### config.mk
export PLATFORM = sky130hd
export DESIGN_NAME = rfphoenix_load_align
export DESIGN_NICKNAME = d
export VERILOG_FILES = /design/src/rtl/rfphoenix_load_align_pkg.sv /design/src/rtl/rfphoenix_load_align_sel_decode.sv /design/src/rtl/rfphoenix_load_align.sv
export SDC_FILE = /design/constraint.sdc
export NUM_CORES = 1
export LEC_CHECK = 0
export CAP_MARGIN = 20
export CORE_AREA = 4 4 260 262
export DETAILED_ROUTE_END_ITERATION = 10
export DIE_AREA = 0 0 264 266
export GPL_TIMING_DRIVEN = 0
export MAX_ROUTING_LAYER = met4
export PLACE_DENSITY_LB_ADDON = 0.2
export SYNTH_ARGS = -nofsm -noshare
export SYNTH_HDL_FRONTEND = slang
export SYNTH_SLANG_ARGS = --single-unit
### constraint.sdc
create_clock -name clk_i -period 13.8 [get_ports clk_i]
set_input_delay 2.76 -clock clk_i [delete_from_list [all_inputs] [get_ports clk_i]]
set_output_delay 2.76 -clock clk_i [all_outputs]
set_load 0.01 [all_outputs]
### src/rtl/rfphoenix_load_align_pkg.sv
// Shared widths and the stage-1 record of the load-align pipeline.
package rfphoenix_pkg;

  localparam int BUSWID     = 128;
  localparam int LINEWID    = 512;
  localparam int TAGWID     = 8;
  localparam int SELWID     = BUSWID / 8;
  localparam int LINE_LANES = LINEWID / BUSWID;
  localparam int ADRWID     = $clog2(LINE_LANES);
  localparam int LOWID      = $clog2(SELWID);
  localparam int NWID       = $clog2(SELWID) + 1;

  typedef struct packed {
    logic [BUSWID-1:0] lane;
    logic [LOWID-1:0]  lo;
    logic [NWID-1:0]   n;
    logic              err;
    logic              sgn;
    logic [TAGWID-1:0] tag;
  } ldalign_s1_t;

endpackage

### src/rtl/rfphoenix_load_align_sel_decode.sv
// Byte-enable decoder: lowest enabled byte, enabled byte count, and a flag for
// empty or non-contiguous enables. Shared with the store-side checker.
module rfphoenix_sel_decode
  import rfphoenix_pkg::*;
(
  input  logic [SELWID-1:0] sel,
  output logic [LOWID-1:0]  lo,
  output logic [NWID-1:0]   n,
  output logic              err
);

  logic [SELWID-1:0] run;

  always_comb begin
    lo = '0;
    n  = '0;
    for (int i = SELWID - 1; i >= 0; i--) begin
      if (sel[i]) lo = LOWID'(i);
    end
    for (int i = 0; i < SELWID; i++) begin
      n = n + NWID'(sel[i]);
    end
    // Contiguous enables become a 2^k-1 run once shifted down to bit 0.
    run = sel >> lo;
    err = (sel == '0) | ((run & (run + SELWID'(1))) != '0);
  end

endmodule

### src/rtl/rfphoenix_load_align.sv
// Load aligner: picks a lane from a cache line, right-justifies the enabled bytes
// and zero/sign-extends them, through a two-stage valid/ready pipeline.
module rfphoenix_load_align
  import rfphoenix_pkg::*;
(
  input  logic               clk_i,
  input  logic               rst_i,
  input  logic               req_valid_i,
  output logic               req_ready_o,
  input  logic [LINEWID-1:0] line_i,
  input  logic [ADRWID-1:0]  adr_i,
  input  logic [SELWID-1:0]  sel_i,
  input  logic               signed_i,
  input  logic [TAGWID-1:0]  tag_i,
  output logic               resp_valid_o,
  input  logic               resp_ready_i,
  output logic [BUSWID-1:0]  resp_data_o,
  output logic [TAGWID-1:0]  resp_tag_o,
  output logic               resp_err_o
);

  logic [LINE_LANES-1:0][BUSWID-1:0] line_lanes;
  ldalign_s1_t       s1_d, s1_q;
  logic              s1_v, s2_v;
  logic              s2_adv;
  logic [LOWID-1:0]  dec_lo;
  logic [NWID-1:0]   dec_n;
  logic              dec_err;
  logic [BUSWID-1:0] shifted, aligned;
  logic              fill;

  rfphoenix_sel_decode u_sel_decode (
    .sel (sel_i),
    .lo  (dec_lo),
    .n   (dec_n),
    .err (dec_err)
  );

  assign line_lanes = line_i;

  always_comb begin
    s1_d.lane = line_lanes[adr_i];
    s1_d.lo   = dec_lo;
    s1_d.n    = dec_n;
    s1_d.err  = dec_err;
    s1_d.sgn  = signed_i;
    s1_d.tag  = tag_i;
  end

  assign s2_adv       = ~s2_v | resp_ready_i;
  assign req_ready_o  = ~s1_v | s2_adv;
  assign resp_valid_o = s2_v;

  always_ff @(posedge clk_i or posedge rst_i) begin
    if (rst_i) begin
      s1_v <= 1'b0;
      s1_q <= '0;
    end else if (req_ready_o) begin
      s1_v <= req_valid_i;
      if (req_valid_i) s1_q <= s1_d;
    end
  end

  // Bytes at or above n take the fill value; a full lane therefore passes through.
  always_comb begin
    shifted = s1_q.lane >> {s1_q.lo, 3'b000};
    fill    = 1'b0;
    for (int b = 0; b < SELWID; b++) begin
      if (NWID'(b + 1) == s1_q.n) fill = s1_q.sgn & shifted[b*8+7];
    end
    aligned = '0;
    for (int b = 0; b < SELWID; b++) begin
      aligned[b*8 +: 8] = (NWID'(b) < s1_q.n) ? shifted[b*8 +: 8] : {8{fill}};
    end
    if (s1_q.err) aligned = '0;
  end

  always_ff @(posedge clk_i or posedge rst_i) begin
    if (rst_i) begin
      s2_v        <= 1'b0;
      resp_data_o <= '0;
      resp_tag_o  <= '0;
      resp_err_o  <= 1'b0;
    end else if (s2_adv) begin
      s2_v <= s1_v;
      if (s1_v) begin
        resp_data_o <= aligned;
        resp_tag_o  <= s1_q.tag;
        resp_err_o  <= s1_q.err;
      end
    end
  end

endmodule
==> summary.txt <==
Final layout
  • Multi-input gate area: 0.01220 mm2
  • Non-Filler Instances: 3493
  • Filler instances: 6239
  • Sequential Area: 0.007157 mm2
  • Area Overhead vs Synth: 44.41%
  • Share of cells above drive strength 1: 0.1573
  • Final nets: 3162
  • Commonest non-fill, non-tap cells in the layout: clkdlybuf4s50_1 (673), dfrtp_1 (286), nand2_1 (255)
  • Fin util: 0.4451
  • Most common cell after layout, fill and taps aside: clkdlybuf4s50_1

Clock tree
  • Root buffer cell: clkbuf_16
  • CTS tree: yes
  • Clk sink count: ~290
  • Hold Buf Count CTS: 0
  • Total CTS buffers: 31
  • PostCTS Resize Cnt: 0
  • Clk slew on worst S/H paths: 0.06 ns
  • H-tree depth: 1
  • Max clock buf depth: 3
  • Clk_lat worst skew: 0.60 ns
  • Post-CTS Setup Bufs: 0

Global routing
  • Largest net degree at the start of global routing: 132
  • First-pass GRT wire length: between 150000 and 200000 um
  • Antenna violations before repair: 10
  • Overall Global Routing Usage: 0.3137
  • Vias in the first global route: 20640
  • GRT overflow: 0

Routing
  • Routed Wire Length: 111200 um
  • Post-route DRC: 0
  • Via count: roughly 20000
  • Via-to-Cell Ratio: around 5.8
  • Wirelength per Cell: 31.84 um
  • Number of DRC violations after detailed-routing iteration 0: 2059
  • Drt first pass iters: 5
  • Post-route ant nets: 0

Synthesis
  • Post-Syn Nets: 2451
  • Post-synth top flop: dfrtp_1
  • Number of synthesized register bits: 286
  • Synth cell types: 76
  • Gate Count Post-Synth: 1891
  • Simple-gate area share of the yosys netlist: 0.1027
  • Multiplexer area fraction after synthesis: 0.3218
  • Synth warn: 0
  • Yosys top cell by area: dfrtp_1
  • Yosys top cell area share: 0.3551
  • Syn Area/Cell: 10.66 um2
  • Top area cells in the synthesized netlist: dfrtp_1 (36%), mux4_2 (17%), mux2_2 (9.7%), mux2i_1 (5.9%), nand2_1 (4.7%)
  • Asr flop ratio synth: 1.000
  • Post-synthesis compound-gate area fraction: 0.1655
  • Sequential fraction of the synthesis area: 0.3551
  • Xor/xnor share of the synthesized area: 0.0008691
  • Post-synth EDFFs: 0
  • Synthesized-area fraction occupied by adder cells: 0.01428
  • Synthesized area: between 0.02 and 0.025 mm2
  • Largest family of logic cells by synthesized area: multiplexers

Die
  • Die footprint: 0.07022 mm2
  • Die X: 264 um
  • Cell row count: 94
  • Core area: 0.06539 mm2
  • # IOs: 682
  • Initial core utilization: 0.3082
  • Die height: between 200 and 300 um

Worst setup path
  • Max incr delay on CP: between 0.5 and 0.6 ns
  • Startpoint Class: input port
  • Buffers and inverters on the worst path: 5
  • Critical-path top delay cell: fa_1
  • Worst-case reg-to-reg path depth: 11
  • Worst reg2reg endpoint: resp_data_o[22]
  • Critical path class: input port to flip-flop
  • RR Startpoint: s1_q[16]
  • Worst Path Required: 14.24 ns
  • Critical path fanouts, max: 8
  • WP depth: 14
  • Largest delay contributor family on the critical path: adder cells
  • Setup crit end kind: flip-flop
  • Reg2Reg Setup Slack: 9.40 ns
  • CP dominant cell by count: fa_1
  • Data arrival, critical path: 7.48 ns
  • Worst path cell trace: clkdlybuf4s50_1, clkbuf_1, inv_1, ha_1, inv_1, fa_1, fa_1, fa_1, fa_1, inv_1, fa_1, fa_1, xnor2_1, o21ai_0

Timing
  • Setup TNS: 0 ns
  • F_max: about 140 MHz
  • Setup Skew: 0.02567 ns
  • Hold WS: 0.4655 ns
  • Final Slew Violations: 0
  • Worst slew margin: 0.2598
  • Actual slew at the worst max-slew pin: 1.100 ns
  • Final Setup Violations: 0
  • Final Hold Fails: 0
  • Minimum clock period: 7.042 ns
  • RSZ-0062 raised after global routing: no
  • Final Cycle Share: 0.5103

Placed design
  • Routability cong.: 1.028
  • Placed cells: 3432
  • I/O Buffers: just under 700
  • DP HPWL: 95920 um

Status
  • Status: complete, no violations

Flow run
  • MaxCap Viol Count: 0

Pwr
  • Max rail drop VDD: 0.09296 mV
  • Power Total: 3.448 mW
  • LEAKAGE: around 12 nW
  • Cell Pwr Density: ~120 mW/mm2

Worst hold path
  • Hold Path End: resp_tag_o[2]
  • Hold Path Stages: 2
  • Worst hold path class: flip-flop to flip-flop
  • Hold path start: s1_q[2]
[kinds of logic after synthesis]
family / Yosys count
compound gates: 495
simple gates: 449
mux: 440
flops: 286
buf+inv: 202
fa+ha+maj: 17
xor+xnor: 2
[sequential cells by signal, summed over array words and instances, names as in the netlist]
name          count
resp_data_o     128
resp_err_o        1
resp_tag_o        8
resp_valid_o      1
s1_q            147
s1_v              1
[final cells by class]
| class | instances | area share |
|---|---|---|
| flip-flops and latches | 286 | 0.2459 |
| inverters | 33 | 0.004514 |
| diodes | 3 | 0.0002579 |
| clock inverters | 18 | 0.007222 |
| repair buffers | 678 | 0.2343 |
| well taps | 864 | 0.03714 |
| multi-input cells | 1403 | 0.4191 |
| clock buffers | 39 | 0.02837 |
| plain buffers | 169 | 0.02326 |
[through the flow]
step | cell area (um2) | setup slack (ns)
4_1_cts | 29090 | 6.842
3_5_place_dp | 28050 | 6.231
3_3_place_gp | 27970 | -0.09457
6_report | 29110 | 6.758
5_1_grt | 29110 | 6.618
2_1_floorplan | 20150 | 3.148
[worst max path at each step]
stage,from,end,slack (ns)
global placement,rst_i,resp_data_o[120],-0.09
detailed placement,sel_i[0],s1_q[12],6.23
global route,sel_i[0],s1_q[12],6.62
CTS,sel_i[0],s1_q[12],6.84
floorplan,rst_i,resp_data_o[0],3.15
finish,sel_i[0],s1_q[12],6.76
[routing by layer]
layer	up-vias	routed length (um)	global-route usage
met2	1049	52790	0.5086
li1	8676	-	-
met5	-	0	-
met1	10290	47980	0.4237
met4	0	3233	0.07610
met3	152	7205	0.03878
[synth_stat cells, drive strengths merged, types with 3 or more instances]
master  count
and2       39
dfrtp     286
a221oi      6
a32oi       4
nor2       48
nor2b      18
o21a        6
or4         3
o31ai       4
or3         6
buf        49
o221ai     16
a21oi      97
a211oi     33
o32ai       3
or2         6
nand3b      3
o211ai      3
ha          7
mux2i     118
nor3       22
o31a        8
o22ai      15
fa         10
a22oi      66
a31oi      19
inv        33
mux2      173
clkbuf    120
a21o       17
o311ai      3
nand2     255
mux4      149
a22o       37
a41oi       3
and3       11
nand2b      9
o21ai     119
nor4        6
nor3b       3
a311o       8
nand3      13
a221o      14
[worst min-delay path, stage by stage, from the launching register on]
cell,delay [ns]
dfrtp_1,0.34
nand2_1,0.05
nand2_1,0.05
[power by group]
group          internal, mW  switching, mW  total (mW)
Clock                 0.498          0.356       0.854
Sequential            0.942          0.158        1.10
Combinational         0.622          0.872        1.49
Power figures use the tool's default switching activity.
